==> src/rtl/enemy_ai_keygen_if.sv <==
// Keycode link between the CPU tank's AI source and the rest of the top level.
// master drives the tank/target observations, slave (the AI) returns keycode and debug state.
interface enemy_ai_keygen_if;
    logic       frame_clk;
    logic       ai_en;
    logic [9:0] self_X;
    logic [9:0] self_Y;
    logic [9:0] target_X;
    logic [9:0] target_Y;
    logic [2:0] self_dir;
    logic [1:0] self_hit;
    logic [7:0] keycode;
    logic [2:0] ai_state;

    modport master (
        output frame_clk, ai_en, self_X, self_Y, target_X, target_Y, self_dir, self_hit,
        input  keycode, ai_state
    );

    modport slave (
        input  frame_clk, ai_en, self_X, self_Y, target_X, target_Y, self_dir, self_hit,
        output keycode, ai_state
    );
endinterface

==> src/rtl/enemy_ai_keygen.sv <==
// Per-frame keycode generator that chases, aligns with, turns toward and shoots the player tank.
// Optional wander moves in IDLE/COOLDOWN are enabled with ENEMY_AI_WANDER_EN.
module enemy_ai_keygen #(
    parameter int          IDLE_FRAMES     = 30,
    parameter int          COOLDOWN_FRAMES = 60,
    parameter int          FIRE_FRAMES     = 2,
    parameter int          ALIGN_TOL       = 4,
    parameter logic [15:0] LFSR_SEED       = 16'hACE1
) (
    input logic               Clk,
    input logic               Reset,
    enemy_ai_keygen_if.slave  bus
);

    typedef enum logic [2:0] {
        S_IDLE = 3'd0,
        S_SEEK = 3'd1,
        S_AIM  = 3'd2,
        S_FIRE = 3'd3,
        S_COOL = 3'd4
    } state_e;

    localparam logic [7:0] K_NONE  = 8'h00;
    localparam logic [7:0] K_UP    = 8'h1A;
    localparam logic [7:0] K_RIGHT = 8'h07;
    localparam logic [7:0] K_LEFT  = 8'h04;
    localparam logic [7:0] K_DOWN  = 8'h16;
    localparam logic [7:0] K_FIRE  = 8'h2C;

    localparam logic [7:0] IDLE_LAST = 8'(IDLE_FRAMES - 1);
    localparam logic [7:0] COOL_LAST = 8'(COOLDOWN_FRAMES - 1);
    localparam logic [7:0] FIRE_LAST = 8'(FIRE_FRAMES - 1);
    localparam logic [9:0] TOL       = 10'(ALIGN_TOL);

    state_e     state_q;
    logic [7:0] cnt_q;
    logic [7:0] key_q;
    logic       fr1_q, fr2_q;
    logic       pulse;

    // frame_clk is unrelated to Clk; the first flop resynchronises, the second gives the edge
    always_ff @(posedge Clk or posedge Reset) begin
        if (Reset) begin
            fr1_q <= 1'b0;
            fr2_q <= 1'b0;
        end else begin
            fr1_q <= bus.frame_clk;
            fr2_q <= fr1_q;
        end
    end
    assign pulse = fr1_q & ~fr2_q;

    logic [10:0] dx, dy, ndx, ndy;
    logic [9:0]  adx, ady;
    logic        col_al, row_al;
    logic [2:0]  req_dir;
    logic [7:0]  seek_key;

    function automatic logic [7:0] dir_key(input logic [2:0] d);
        case (d)
            3'd1:    dir_key = K_UP;
            3'd2:    dir_key = K_RIGHT;
            3'd3:    dir_key = K_LEFT;
            default: dir_key = K_DOWN;
        endcase
    endfunction

    always_comb begin
        dx     = {1'b0, bus.target_X} - {1'b0, bus.self_X};
        dy     = {1'b0, bus.target_Y} - {1'b0, bus.self_Y};
        ndx    = -dx;
        ndy    = -dy;
        adx    = dx[10] ? ndx[9:0] : dx[9:0];
        ady    = dy[10] ? ndy[9:0] : dy[9:0];
        col_al = (adx <= TOL);
        row_al = (ady <= TOL);
        // column alignment wins, so a coincident target is shot facing down
        if (col_al)
            req_dir = dy[10] ? 3'd1 : 3'd4;
        else
            req_dir = dx[10] ? 3'd3 : 3'd2;
        // close the shorter gap first; equal gaps move along X
        if (adx <= ady)
            seek_key = dx[10] ? K_LEFT : K_RIGHT;
        else
            seek_key = dy[10] ? K_UP : K_DOWN;
    end

    logic [7:0] idle_key, cool_key;

`ifdef ENEMY_AI_WANDER_EN
    logic [15:0] lfsr_q, lfsr_d;

    function automatic logic [7:0] wander_key(input logic [1:0] sel);
        case (sel)
            2'd0:    wander_key = K_UP;
            2'd1:    wander_key = K_RIGHT;
            2'd2:    wander_key = K_DOWN;
            default: wander_key = K_LEFT;
        endcase
    endfunction

    assign lfsr_d = {lfsr_q[14:0], lfsr_q[15] ^ lfsr_q[13] ^ lfsr_q[12] ^ lfsr_q[10]};

    always_ff @(posedge Clk or posedge Reset) begin
        if (Reset)      lfsr_q <= LFSR_SEED;
        else if (pulse) lfsr_q <= lfsr_d;
    end

    assign idle_key = wander_key(lfsr_q[1:0]);
    assign cool_key = (lfsr_q[3:0] == 4'd0) ? wander_key(lfsr_q[5:4]) : K_NONE;
`else
    logic [15:0] seed_unused;
    assign seed_unused = LFSR_SEED;
    assign idle_key    = K_NONE;
    assign cool_key    = K_NONE;
`endif

    always_ff @(posedge Clk or posedge Reset) begin
        if (Reset) begin
            state_q <= S_IDLE;
            cnt_q   <= 8'd0;
            key_q   <= K_NONE;
        end else if (!bus.ai_en) begin
            state_q <= S_IDLE;
            cnt_q   <= 8'd0;
            key_q   <= K_NONE;
        end else begin
            case (state_q)
                S_IDLE: if (pulse) begin
                    key_q <= idle_key;
                    if (cnt_q == IDLE_LAST) begin
                        state_q <= S_SEEK;
                        cnt_q   <= 8'd0;
                    end else begin
                        cnt_q <= cnt_q + 8'd1;
                    end
                end
                S_SEEK: if (pulse) begin
                    if (col_al || row_al) begin
                        state_q <= S_AIM;
                        cnt_q   <= 8'd0;
                        key_q   <= K_NONE;
                    end else begin
                        key_q <= seek_key;
                    end
                end
                S_AIM: if (pulse) begin
                    if (!col_al && !row_al) begin
                        state_q <= S_SEEK;
                        cnt_q   <= 8'd0;
                        key_q   <= K_NONE;
                    end else if (bus.self_dir == req_dir) begin
                        state_q <= S_FIRE;
                        cnt_q   <= 8'd0;
                        key_q   <= K_FIRE;
                    end else begin
                        key_q <= dir_key(req_dir);
                    end
                end
                // a bullet already in flight (even a stale one) ends the attempt
                S_FIRE: if (pulse) begin
                    if (bus.self_hit != 2'b00 || cnt_q >= FIRE_LAST) begin
                        state_q <= S_COOL;
                        cnt_q   <= 8'd0;
                        key_q   <= K_NONE;
                    end else begin
                        cnt_q <= cnt_q + 8'd1;
                        key_q <= K_FIRE;
                    end
                end
                S_COOL: if (pulse) begin
                    key_q <= cool_key;
                    if (cnt_q == COOL_LAST) begin
                        state_q <= S_SEEK;
                        cnt_q   <= 8'd0;
                    end else begin
                        cnt_q <= cnt_q + 8'd1;
                    end
                end
                default: begin
                    state_q <= S_IDLE;
                    cnt_q   <= 8'd0;
                    key_q   <= K_NONE;
                end
            endcase
        end
    end

    assign bus.keycode  = key_q;
    assign bus.ai_state = state_q;

endmodule

==> src/flat_wrapper.sv <==
// flat-port wrapper written by rule: the top's interface ports become plain ports
module enemy_ai_keygen_flat 
#(
    parameter int          IDLE_FRAMES     = 30,
    parameter int          COOLDOWN_FRAMES = 60,
    parameter int          FIRE_FRAMES     = 2,
    parameter int          ALIGN_TOL       = 4,
    parameter logic [15:0] LFSR_SEED       = 16'hACE1
)
  (Clk, Reset, bus_frame_clk, bus_ai_en, bus_self_X, bus_self_Y, bus_target_X, bus_target_Y, bus_self_dir, bus_self_hit, bus_keycode, bus_ai_state);
  enemy_ai_keygen_if bus_i ();
  input logic Clk;
  input logic Reset;
  input wire logic [$bits(bus_i.frame_clk)-1:0] bus_frame_clk;
  input wire logic [$bits(bus_i.ai_en)-1:0] bus_ai_en;
  input wire logic [$bits(bus_i.self_X)-1:0] bus_self_X;
  input wire logic [$bits(bus_i.self_Y)-1:0] bus_self_Y;
  input wire logic [$bits(bus_i.target_X)-1:0] bus_target_X;
  input wire logic [$bits(bus_i.target_Y)-1:0] bus_target_Y;
  input wire logic [$bits(bus_i.self_dir)-1:0] bus_self_dir;
  input wire logic [$bits(bus_i.self_hit)-1:0] bus_self_hit;
  output wire logic [$bits(bus_i.keycode)-1:0] bus_keycode;
  output wire logic [$bits(bus_i.ai_state)-1:0] bus_ai_state;
  assign bus_i.frame_clk = bus_frame_clk;
  assign bus_i.ai_en = bus_ai_en;
  assign bus_i.self_X = bus_self_X;
  assign bus_i.self_Y = bus_self_Y;
  assign bus_i.target_X = bus_target_X;
  assign bus_i.target_Y = bus_target_Y;
  assign bus_i.self_dir = bus_self_dir;
  assign bus_i.self_hit = bus_self_hit;
  assign bus_keycode = bus_i.keycode;
  assign bus_ai_state = bus_i.ai_state;
  enemy_ai_keygen #(.IDLE_FRAMES(IDLE_FRAMES), .COOLDOWN_FRAMES(COOLDOWN_FRAMES), .FIRE_FRAMES(FIRE_FRAMES), .ALIGN_TOL(ALIGN_TOL), .LFSR_SEED(LFSR_SEED)) u_core (.Clk(Clk), .Reset(Reset), .bus(bus_i));
endmodule
==> config.mk <==
export PLATFORM = sky130hd
export DESIGN_NAME = enemy_ai_keygen_flat
export DESIGN_NICKNAME = d
export VERILOG_FILES = /design/src/rtl/enemy_ai_keygen_if.sv /design/src/rtl/enemy_ai_keygen.sv /design/src/flat_wrapper.sv
export SDC_FILE = /design/constraint.sdc
export NUM_CORES = 1
export LEC_CHECK = 0
export ABC_AREA = 1
export BUFFER_PORTS_ARGS = -buffer_cell sky130_fd_sc_hd__buf_2
export CORE_MARGIN = 3
export CORE_UTILIZATION = 25
export DETAILED_ROUTE_END_ITERATION = 8
export HOLD_SLACK_MARGIN = 0.1
export PLACE_DENSITY_LB_ADDON = 0.15
export RECOVER_POWER = 100
export SLEW_MARGIN = 40
export SYNTH_ARGS = -nofsm -noshare
export SYNTH_HDL_FRONTEND = slang
export SYNTH_SLANG_ARGS = --single-unit
==> constraint.sdc <==
create_clock -name Clk -period 2.3 [get_ports Clk]
set_input_delay 0.46 -clock Clk [delete_from_list [all_inputs] [get_ports Clk]]
set_output_delay 0.46 -clock Clk [all_outputs]
set_load 0.01 [all_outputs]
# After elaboration in Yosys (flattened, before gate mapping)
# Cells that the tools add are included.
[totals] ff_bits=21 latchBits=0 ramBits=0 rom_bits=0 in_bits=49 out_inout_bits=11 wordCells=93 memories=0
[op_classes] addsub=5 mul=0 div_mod_pow=0 magnitude_cmp=4 eq_ne=21 shifts=0 n_mux=45 bitwise=2 reduce_logical=11
[ops] cell="8-bit 2-to-1 mux" n=21
[ops] cell="3-bit 2-to-1 mux" n=14
[ops] cell="8-bit case mux with 5 select lines" n=1
[ops] cell="8-bit case mux with 4 select lines" n=1
[ops] cell="3-bit by 2-bit != test with 1-bit output, second input constant" n=10
[ops] cell="10-bit by 10-bit subtractor with 11-bit output" n=2
[ops] cell="10-bit by 3-bit less-or-equal comparator with 1-bit output, second input constant" n=2
[ops] cell="10-bit 2-to-1 mux" n=2
[ops] cell="10-bit negator" n=2
[ops] cell="3-bit case mux with 5 select lines" n=1
[ops] cell="5-bit case mux with 3 select lines" n=1
[ops] cell="3-bit by 2-bit == test with 1-bit output, second input constant" n=4
[ops] cell="10-bit less-or-equal comparator" n=1
[ops] cell="10-bit AND reduction" n=1
[ops] cell="8-bit by 1-bit adder with 8-bit output, second input constant" n=1
[ops] cell="8-bit by 5-bit == test with 1-bit output, second input constant" n=1
[ops] cell="8-bit by 6-bit == test with 1-bit output, second input constant" n=1
[ops] cell="8-bit by 1-bit >= comparator with 1-bit output, second input constant" n=1
[ops] cell="7-bit AND reduction" n=1
[ops] cell="3-bit by 1-bit == test with 1-bit output, second input constant" n=2
[ops] cell="6-bit 2-to-1 mux" n=1
[ops] cell="4-bit 2-to-1 mux" n=1
[ops] cell="4-bit by 2-bit != test with 1-bit output, second input constant" n=1
[ops] cell="4-bit AND reduction" n=1
[ops] cell="12 further kinds" n=14

# Logic depth before layout (Yosys ltp)
# Gate-level depths: netlist of run 1.
[depth] depth_word=12 mapped_depth=28

# Worst setup path after synthesis of run 1
# Ideal clock, no wire load.
[synth_path] kind="input to register" startpoint="in bus_target_Y[0]" endpoint="reg u_core.key_q[0], in the netlist u_core.bus.keycode[0]" arrival_time_ps=3355 required_time_ps=2174 setup_slack_ps=-1181 stages=28 path_cell_list="inv_1 > ha_1 > inv_1 > fa_1 > inv_1 > ha_1 > inv_1 > nor2_1 > nand2_1 > inv_1 > nand2_1 > nor2_1 > nand3_1 > nand2_1 > nand2_1 > nand2_1 > inv_1 > ha_1 > nand4_1 > nor3_1 > o21ai_0 > o211ai_1 > nand2_1 > inv_1 > nor2_1 > nand2_1 > a21boi_0 > o21ai_0"
[synth_between] elab_chain_cells=10 word_cells_on_any_way=23 cone_classes="add/sub: 2; order compare: 2; eq/ne: 4; mux: 12; reduce/logical: 3"
[synth_lines] element="start: declaration" line_no="flat_wrapper.sv:19" source="input wire logic [$bits(bus_i.target_Y)-1:0] bus_target_Y;"
[synth_lines] element="10-bit by 10-bit subtractor with 11-bit output *" line_no="enemy_ai_keygen.sv:70" source="dy = {1'b0, bus.target_Y} - {1'b0, bus.self_Y};"
[synth_lines] element="10-bit negator or 3-bit 2-to-1 mux (tied branches)" line_no="enemy_ai_keygen.sv:72, enemy_ai_keygen.sv:79"
[synth_lines] element="10-bit 2-to-1 mux or 3-bit 2-to-1 mux (tied branches)" line_no="enemy_ai_keygen.sv:74, enemy_ai_keygen.sv:78"
[synth_lines] element="10-bit by 3-bit less-or-equal comparator with 1-bit output (tied with other cells)" line_no="enemy_ai_keygen.sv:76" source="row_al = (ady <= TOL);"
[synth_lines] element="1-bit logical NOT or 5-bit case mux with 3 select lines (tied branches)" line_no="enemy_ai_keygen.sv:149, enemy_ai_keygen.sv:60"
[synth_lines] element="1-bit logical AND or 8-bit 2-to-1 mux (tied branches)" line_no="enemy_ai_keygen.sv:149, enemy_ai_keygen.sv:153"
[synth_lines] element="8-bit 2-to-1 mux" line_no="enemy_ai_keygen.sv:149" source="if (!col_al && !row_al) begin"
[synth_lines] element="8-bit 2-to-1 mux" line_no="enemy_ai_keygen.sv:148" source="S_AIM: if (pulse) begin"
[synth_lines] element="8-bit case mux with 4 select lines *" line_no="enemy_ai_keygen.sv:129" source="case (state_q)"
[synth_lines] element="8-bit 2-to-1 mux *" line_no="enemy_ai_keygen.sv:124" source="end else if (!bus.ai_en) begin"
[synth_lines] element="end signal: assignment" line_no="enemy_ai_keygen.sv:131" source="key_q <= idle_key;"
[synth_lines] element="end signal: assignment" line_no="enemy_ai_keygen.sv:145" source="key_q <= seek_key;"
[synth_lines] element="end signal: assignment" line_no="enemy_ai_keygen.sv:158" source="key_q <= dir_key(req_dir);"
[synth_lines] element="end: declaration" line_no="enemy_ai_keygen.sv:37" source="logic [7:0] key_q;"
# Mark *: on every way between the ends. The rest lies on a longest branch, timed or not. The select of a mux whose other input is x is not followed.
# A chain may end at the register's enable or synchronous reset.

# Final worst setup path of run 1
[layout_path] startpoint="in bus_target_X[0]" endpoint="reg u_core.key_q[0], in the netlist u_core.bus.keycode[0]"
[layout_between] elab_chain_cells=12 word_cells_on_any_way=24 cone_classes="add/sub: 2; order compare: 2; eq/ne: 4; mux: 13; reduce/logical: 3"
[layout_lines] element="start: declaration" line_no="flat_wrapper.sv:18" source="input wire logic [$bits(bus_i.target_X)-1:0] bus_target_X;"
[layout_lines] element="10-bit by 10-bit subtractor with 11-bit output *" line_no="enemy_ai_keygen.sv:69" source="dx = {1'b0, bus.target_X} - {1'b0, bus.self_X};"
[layout_lines] element="10-bit negator" line_no="enemy_ai_keygen.sv:71" source="ndx = -dx;"
[layout_lines] element="10-bit 2-to-1 mux" line_no="enemy_ai_keygen.sv:73" source="adx = dx[10] ? ndx[9:0] : dx[9:0];"
[layout_lines] element="10-bit by 3-bit less-or-equal comparator with 1-bit output" line_no="enemy_ai_keygen.sv:75" source="col_al = (adx <= TOL);"
[layout_lines] element="3-bit 2-to-1 mux" line_no="enemy_ai_keygen.sv:78" source="if (col_al)"
[layout_lines] element="3-bit by 2-bit == test with 1-bit output or 3-bit by 1-bit == test with 1-bit output (tied branches)" line_no="enemy_ai_keygen.sv:60" source="case (d)"
[layout_lines] element="5-bit case mux with 3 select lines" line_no="enemy_ai_keygen.sv:60"
[layout_lines] element="8-bit 2-to-1 mux" line_no="enemy_ai_keygen.sv:153" source="end else if (bus.self_dir == req_dir) begin"
[layout_lines] element="8-bit 2-to-1 mux" line_no="enemy_ai_keygen.sv:149"
[layout_lines] element="8-bit 2-to-1 mux" line_no="enemy_ai_keygen.sv:148"
[layout_lines] element="8-bit case mux with 4 select lines *" line_no="enemy_ai_keygen.sv:129"
[layout_lines] element="8-bit 2-to-1 mux *" line_no="enemy_ai_keygen.sv:124"
# Marks and branches as above.

==> results.json, run 1 <==
{
  "place.gp.congestion": 0.852,
  "boundaryPins": 60,
  "power_mw": 2.87,
  "clockRootBuffer": "clkbuf_16",
  "diodes": 0,
  "startpoint_type": "input port",
  "wl_met1_um": 4930,
  "vias": 4297,
  "seqPwrFrac": 0.147,
  "dr.pass1.iters": 5,
  "hpwl_um": 8350,
  "critPathKind": "input port to register",
  "via_per_inst": 4.50,
  "clk_pin_slew_ns": 0.06,
  "placedInstanceArea_sq_mm": 0.00497,
  "critPathTopFamily": "simple AND/OR/NAND/NOR gates",
  "coreArea_sq_mm": 0.0140,
  "status": "complete, but fails checks",
  "synth_cells": 597,
  "track_usage": 0.125,
  "synth_adder_area_share": 0.132,
  "dieArea_sq_mm": 0.0160,
  "crit_path_start": "bus_target_X[0]",
  "clock_path_buffers": 2,
  "p_sw_frac": 0.457,
  "synth_compound_area_frac": 0.0740,
  "cp-endpoint": "u_core.bus.keycode[0]",
  "grt_pass1_wl_um": 17400,
  "holdWs_ns": 0.326,
  "syn_to_final_growth_pct": 53.6,
  "min_path_type": "input port to asynchronous set/reset pin",
  "crit_slowest_cell": "fa_2",
  "final_area_sq_mm": 0.00556,
  "switchingPower_mw": 1.31,
  "nets": 861,
  "tightest_slew_ns": 0.737,
  "route.met2.wl_um": 4860,
  "rsz0062_at_grt": "true",
  "ys_ff_latch": 19,
  "grt_max_degree": 20,
  "crit-reg2reg-launch": "u_core.cnt_q[0]",
  "clockPowerShare": 0.125,
  "setup-violations-final": 17,
  "ir_worst_vdd_v": 0.000366,
  "clock_sinks": 19,
  "maxSlewViolCount": 0,
  "yosysWarnings": 0,
  "maxCapViolations": 0,
  "numCtsBuffers": 3,
  "cts_tree": "yes",
  "ctsHoldBuffers": 0,
  "synth_xor_area_frac": 0.0169,
  "io_buffer_count": 57,
  "max_slew_margin": 0.508,
  "synth.area.mux_share": 0,
  "violations": "negative setup slack",
  "wire_per_inst_um": 10.7,
  "final_util": 0.396,
  "fin_cells": 954,
  "start_util": 0.258,
  "cp_num_buf_inv": 7,
  "drive_gt1_frac": 0.412,
  "max_stage_delay_ns": 0.48,
  "period_share": 1.43,
  "highest_layer": "met4",
  "intPower_mw": 1.56,
  "ant_nets": 0,
  "antenna_found_initial": 0,
  "dp_cells": 929,
  "synth-simple-area-share": 0.508,
  "p_per_area_mw_per_mm2": 516,
  "p_leak_nw": 2.93,
  "htree_num_levels": 1,
  "die_w_um": 126,
  "pwr-share-comb": 0.728,
  "wirelength_um": 10200,
  "wl_met3_um": 314,
  "worstPathMaxFanout": 4,
  "die_h_um": 126,
  "synth.yosys.seq_area_share": 0.131,
  "end_kind": "register",
  "reg2reg_slack_ns": 0.23,
  "drtIter0Drc": 186,
  "grt_pass1_vias": 4041,
  "worstSkewPairLatency_ns": 0.25,
  "fmax_mhz": 303,
  "synth_top_family_by_area": "simple AND/OR/NAND/NOR gates",
  "synth.avg_cell_area_sq_um": 6.06,
  "reg2reg_depth": 8,
  "finalHoldViolations": 0,
  "crit_required_ns": 2.44,
  "min_period_ns": 3.30,
  "nFillCells": 1495,
  "crit_arrival_ns": 3.43,
  "timing.rr.end": "u_core.cnt_q[2]",
  "fin_skew_ns": 0.00789,
  "worst_slack_ns": -0.997,
  "grt-ovfl-total": 0,
  "ys_types": 42,
  "syn_area_sq_mm": 0.00362,
  "drc_errors": 0,
  "cp_num_cells": 27,
  "row_count": 43
}
## layer usage
layer / up-vias / track usage
met3: 8 / 0.00884
met5: - / 0
met2: 72 / 0.212
li1: 2272 / -
met4: 0 / 0.0246
met1: 1945 / 0.176
## power groups by stage
stage / sequential, mW / combinational [mW] / clock (mW)
detailed placement: 0.423 / 1.85 / 0
CTS: 0.418 / 1.96 / 0.369
finish: 0.422 / 2.09 / 0.360
global route: 0.431 / 2.34 / 0.386
floorplan: 0.425 / 1.15 / 0
global placement: 0.424 / 1.83 / 0
## worst reg2reg max path: stages, from the launching register on
cell,delay (ns)
dfrtp_1,0.43
ha_1,0.24
nor4_1,0.28
nand4_1,0.20
o21ai_0,0.17
nand2_1,0.24
nor3b_1,0.24
nand4_1,0.11
nand2_1,0.09
## final cells by class
class,instances,area [sq um],share of cell area
flip-flops and latches,19,475,0.0855
well taps,180,225,0.0405
multi-input cells,462,3060,0.551
repair buffers,178,1260,0.227
inverters,111,459,0.0826
clock buffers,4,78.8,0.0142
## metrics by stage
step | setup WS (ns) | setup TNS [ns]
2_1_floorplan | -0.996 | -11.76
3_3_place_gp | -1.37 | -20.55
3_5_place_dp | -1.43 | -21.54
4_1_cts | -1.04 | -13.83
5_1_grt | -1.24 | -17.92
6_report | -0.997 | -14.56
## Yosys cell counts
library cell	n	area, sq um
o21bai_1	1	7.51
nand4_1	26	163
nand2_4	4	45.0
fa_1	2	40.0
buf_4	3	22.5
buf_6	1	11.3
nor3b_1	2	15.0
o21ai_1	3	15.0
nand3_1	48	240
nor2_2	4	25.0
or2_1	1	6.26
buf_2	1	5.00
nand2b_1	1	6.26
a21oi_4	1	16.3
clkinv_1	1	3.75
nand3_4	6	105
inv_2	9	33.8
conb_1	1	3.75
o21ai_0	14	70.1
nor3_1	12	60.1
dfrtp_1	19	475
clkinv_4	1	8.76
or2_2	1	6.26
ha_1	35	438
nand2_2	18	113
a21oi_2	2	17.5
inv_1	98	368
o211ai_1	3	22.5
nand3b_1	7	52.6
a211oi_1	2	15.0
nand2_1	175	657
xor2_1	7	61.3
buf_8	2	30.0
a21oi_1	14	70.1
nor2_4	3	33.8
o21a_1	1	7.51
a21boi_0	1	7.51
a31oi_1	3	18.8
nand3_2	12	120
inv_4	2	12.5
nor2_1	49	184
nor4_1	1	6.26
## how the worst min path moves through the flow
stage / end / slack [ns]
3_5_place_dp: u_core.fr2_q / 0.36
6_report: u_core.bus.ai_state[1] / 0.33
5_1_grt: u_core.fr1_q / 0.32
4_1_cts: u_core.fr1_q / 0.32
3_3_place_gp: u_core.fr2_q / 0.37
2_1_floorplan: u_core.fr2_q / 0.35
## registers in the layout, summed over array words and instances, names as in the netlist
register,cells
u_core.bus.keycode,6
u_core.fr1_q,1
u_core.bus.ai_state,3
u_core.cnt_q,8
u_core.fr2_q,1
## what timing repair did
action | in CTS | in global routing
endpoints found under the setup margin | 17 | 17
gates cloned | 1 | 0
pin swaps | 37 | 43
buffers inserted | 13 | 8
gates resized for setup | 35 | 52
## cells in the final DEF, fill, tap and decap left out, drive strengths merged
| cell type | instances |
|---|---|
| a211oi | 2 |
| a21boi | 1 |
| a21oi | 17 |
| a31oi | 3 |
| buf | 169 |
| clkbuf | 13 |
| clkinv | 2 |
| conb | 2 |
| dfrtp | 19 |
| fa | 2 |
| ha | 35 |
| inv | 109 |
| nand2 | 197 |
| nand2b | 1 |
| nand3 | 67 |
| nand3b | 7 |
| nand4 | 26 |
| nor2 | 56 |
| nor3 | 12 |
| nor3b | 2 |
| nor4 | 1 |
| o211ai | 3 |
| o21a | 1 |
| o21ai | 17 |
| o21bai | 1 |
| or2 | 2 |
| xor2 | 7 |
## kinds of logic (layout without fill, tap and decap cells)
| family | after synthesis | count (layout) |
|---|---|---|
| buf+inv | 118 | 293 |
| xor+xnor | 7 | 7 |
| fa+ha+maj | 37 | 37 |
| compound gates | 45 | 45 |
| simple gates | 370 | 371 |
| flops | 19 | 19 |
| other cells | 1 | 2 |
Note: power is estimated with default switching activity, not from simulation.
==> run 2, diff against run 1 <==
--- a/config.mk
+++ b/config.mk
@@ -5,7 +5,6 @@
 export SDC_FILE = /design/constraint.sdc
 export NUM_CORES = 1
 export LEC_CHECK = 0
-export ABC_AREA = 1
 export BUFFER_PORTS_ARGS = -buffer_cell sky130_fd_sc_hd__buf_2
 export CORE_MARGIN = 3
 export CORE_UTILIZATION = 25
==> run 2 against run 1 <==
The flow still finishes with violations (negative setup slack). Synthesized cell count down 26%. Clock power grew 3%. Design area down 3.5%. Non-clock buffer count grew 26. Sequential share of layout area rose by 0.31 points. First-iteration DRC count up 30%. Final cell count decreased by 16%. Sequential power is 19% lower. Largest power group unchanged.
==> results.json, run 2 <==
{
  "maxCapViolations": 0,
  "syn_area_sq_mm": 0.00332,
  "dr.pass1.iters": 4,
  "min_path_type": "input port to register",
  "synth_adder_area_share": 0.144,
  "synth-simple-area-share": 0.239,
  "critPathKind": "input port to register",
  "ys_types": 74,
  "final_area_sq_mm": 0.00536,
  "drc_errors": 0,
  "hpwl_um": 8450,
  "synth.avg_cell_area_sq_um": 7.57,
  "grt-ovfl-total": 0,
  "min_period_ns": 4.00,
  "final_util": 0.418,
  "synth_cells": 439,
  "coreArea_sq_mm": 0.0128,
  "htree_num_levels": 1,
  "boundaryPins": 60,
  "grt_pass1_vias": 3788,
  "maxSlewViolCount": 0,
  "synth_common_cells": "inv_1, ha_1, nand2_1",
  "worst_slack_ns": -1.70,
  "tightest_slew_ns": 0.780,
  "largest_reg_flops": 8,
  "top_register": "u_core.cnt_q",
  "syn_to_final_growth_pct": 61.3,
  "layout_commonest_cell": "buf_4",
  "crit_required_ns": 2.44,
  "period_share": 1.74,
  "drive_gt1_frac": 0.414,
  "yosysTopAreaCell": "dfrtp_1",
  "synth_most_common_cell": "inv_1",
  "yosysWarnings": 0,
  "synth_compound_area_frac": 0.312,
  "synth.area.mux_share": 0.00941,
  "ctsHoldBuffers": 0,
  "via_per_inst": 4.80,
  "wirelength_um": 10500,
  "async_flop_share": 1.00,
  "nets": 720,
  "diodes": 0,
  "p_leak_nw": 2.49,
  "p_per_area_mw_per_mm2": 453,
  "max_slew_margin": 0.480,
  "dieArea_sq_mm": 0.0147,
  "finalHoldViolations": 0,
  "placedInstanceArea_sq_mm": 0.00482,
  "end_kind": "register",
  "place.gp.congestion": 0.837,
  "row_count": 41,
  "violations": "negative setup slack",
  "die_h_um": 121,
  "track_usage": 0.142,
  "synth.yosys.seq_area_share": 0.143,
  "status": "complete, but fails checks",
  "final_cell_mix": "buf_4, buf_2, inv_1",
  "synth_top_family_by_area": "compound AO/OA/AOI/OAI gates",
  "startpoint_type": "input port",
  "die_w_um": 121,
  "synth_edf_count": 0,
  "antenna_found_initial": 0,
  "vias": 3866,
  "yosys-top-cells-area": "dfrtp_1, ha_1, inv_1, xnor2_1, nand2_1",
  "setup-violations-final": 17,
  "grt_max_degree": 20,
  "synth.top_cell.area_share": 0.143,
  "rsz0062_at_grt": "true",
  "io_buffer_count": 57,
  "ys_ff_latch": 19,
  "nFillCells": 1311,
  "clockRootBuffer": "clkbuf_16",
  "numCtsBuffers": 3,
  "wire_per_inst_um": 13.0,
  "start_util": 0.259,
  "clock_path_buffers": 2,
  "pre_cts_ws_ns": -2.14,
  "worstSkewPairLatency_ns": 0.25,
  "fin_skew_ns": 0.00124,
  "crit_arrival_ns": 4.13,
  "power_mw": 2.43,
  "cts_tree": "yes",
  "grt_pass1_wl_um": 17600,
  "fmax_mhz": 250,
  "clock_sinks": 19,
  "ant_nets": 0,
  "synth_xor_area_frac": 0.0813,
  "drtIter0Drc": 242,
  "worstPathMaxFanout": 3,
  "synth_flop_cell": "dfrtp_1",
  "clk_pin_slew_ns": 0.06,
  "ir_worst_vdd_v": 0.000273
}
run 2: cell count changes after synthesis, sizes merged, moves of 9 or more:
cell / delta
xnor2: +18
nand4: -21
a21oi: +9
nor2: -29
nand2: -162
nand2b: +10
nand3: -56
inv: -69
a21o: +12
clkbuf: +10
run 2: logic make-up (layout without fill, tap and decap cells):
kind of cell    count (synthesis)  after routing
simple gates                  150            150
xor+xnor                       30             30
compound gates                142            143
mux                             3              3
buf+inv                        57            249
other cells                     1              2
flops                          19             19
fa+ha+maj                      37             37
run 2: layout make-up:
type                            instances  area, sq um  share of cell area
Clock buffer                            3         75.1              0.0140
Clock inverter                          1         5.00            0.000933
Inverter                               41          169              0.0315
Multi-Input combinational cell        365         2990               0.558
Sequential cell                        19          475              0.0887
Tap cell                              172          215              0.0401
Timing Repair Buffer                  204         1430               0.267
run 2: critical path: stages:
cell       delay, ns
buf_6           0.09
inv_4           0.04
ha_4            0.11
inv_2           0.03
fa_2            0.33
a21o_1          0.21
a22o_1          0.23
buf_4           0.13
o41a_1          0.40
xnor2_2         0.22
a41oi_2         0.14
xor2_1          0.21
buf_4           0.16
ha_4            0.26
nand4_1         0.15
nor3_2          0.28
a2111oi_4       0.08
a31oi_4         0.21
nand2_2         0.10
a32oi_1         0.19
o21ai_1         0.09
run 2: what timing repair did:
item	CTS	global route
resized for setup	46	11
endpoints found under the hold margin	0	0
pin swaps	25	29
setup endpoints to repair	17	17
gates cloned	1	0
setup buffers	8	15
run 2: final timing paths:
| path | slack [ns] | cells after the start | startpoint | end |
|---|---|---|---|---|
| hold / removal | 0.31 | 1 | bus_frame_clk | u_core.fr1_q |
| hold reg to reg | 0.37 | 0 | u_core.fr1_q | u_core.fr2_q |
| setup reg to reg | -0.29 | 9 | u_core.cnt_q[0] | u_core.cnt_q[3] |
| max in group asynchronous | 1.47 | 2 | Reset | u_core.bus.keycode[1] |
| min in group asynchronous | 0.34 | 2 | Reset | u_core.cnt_q[3] |
| setup / recovery | -1.70 | 21 | bus_target_X[0] | u_core.bus.keycode[2] |
run 2: through the flow:
stage | std cells | hold WS (ns) | setup TNS, ns
finish | 805 | 0.307 | -26.92
global route | 805 | 0.303 | -30.34
CTS | 790 | 0.304 | -26.19
detailed placement | 780 | 0.360 | -33.31
global placement | 780 | 0.355 | -32.06
floorplan | 440 | 0.347 | -26.46
run 2: report_power, final:
group | total (mW) | leakage [nW] | switching (mW) | internal [mW]
Sequential | 0.340 | 0.260 | 0.00199 | 0.338
Clock | 0.370 | 0.0409 | 0.136 | 0.234
Combinational | 1.72 | 2.19 | 0.813 | 0.906
Total | 2.43 | 2.49 | 0.952 | 1.48
run 2: per-layer routing:
metal,track usage,wire (um),vias up,share of wire
li1,-,-,2018,-
met1,0.194,5000,1759,0.48
met2,0.246,4950,83,0.47
met3,0.0135,430,6,0.041
met4,0.0224,115,0,0.011
met5,0,0,-,0
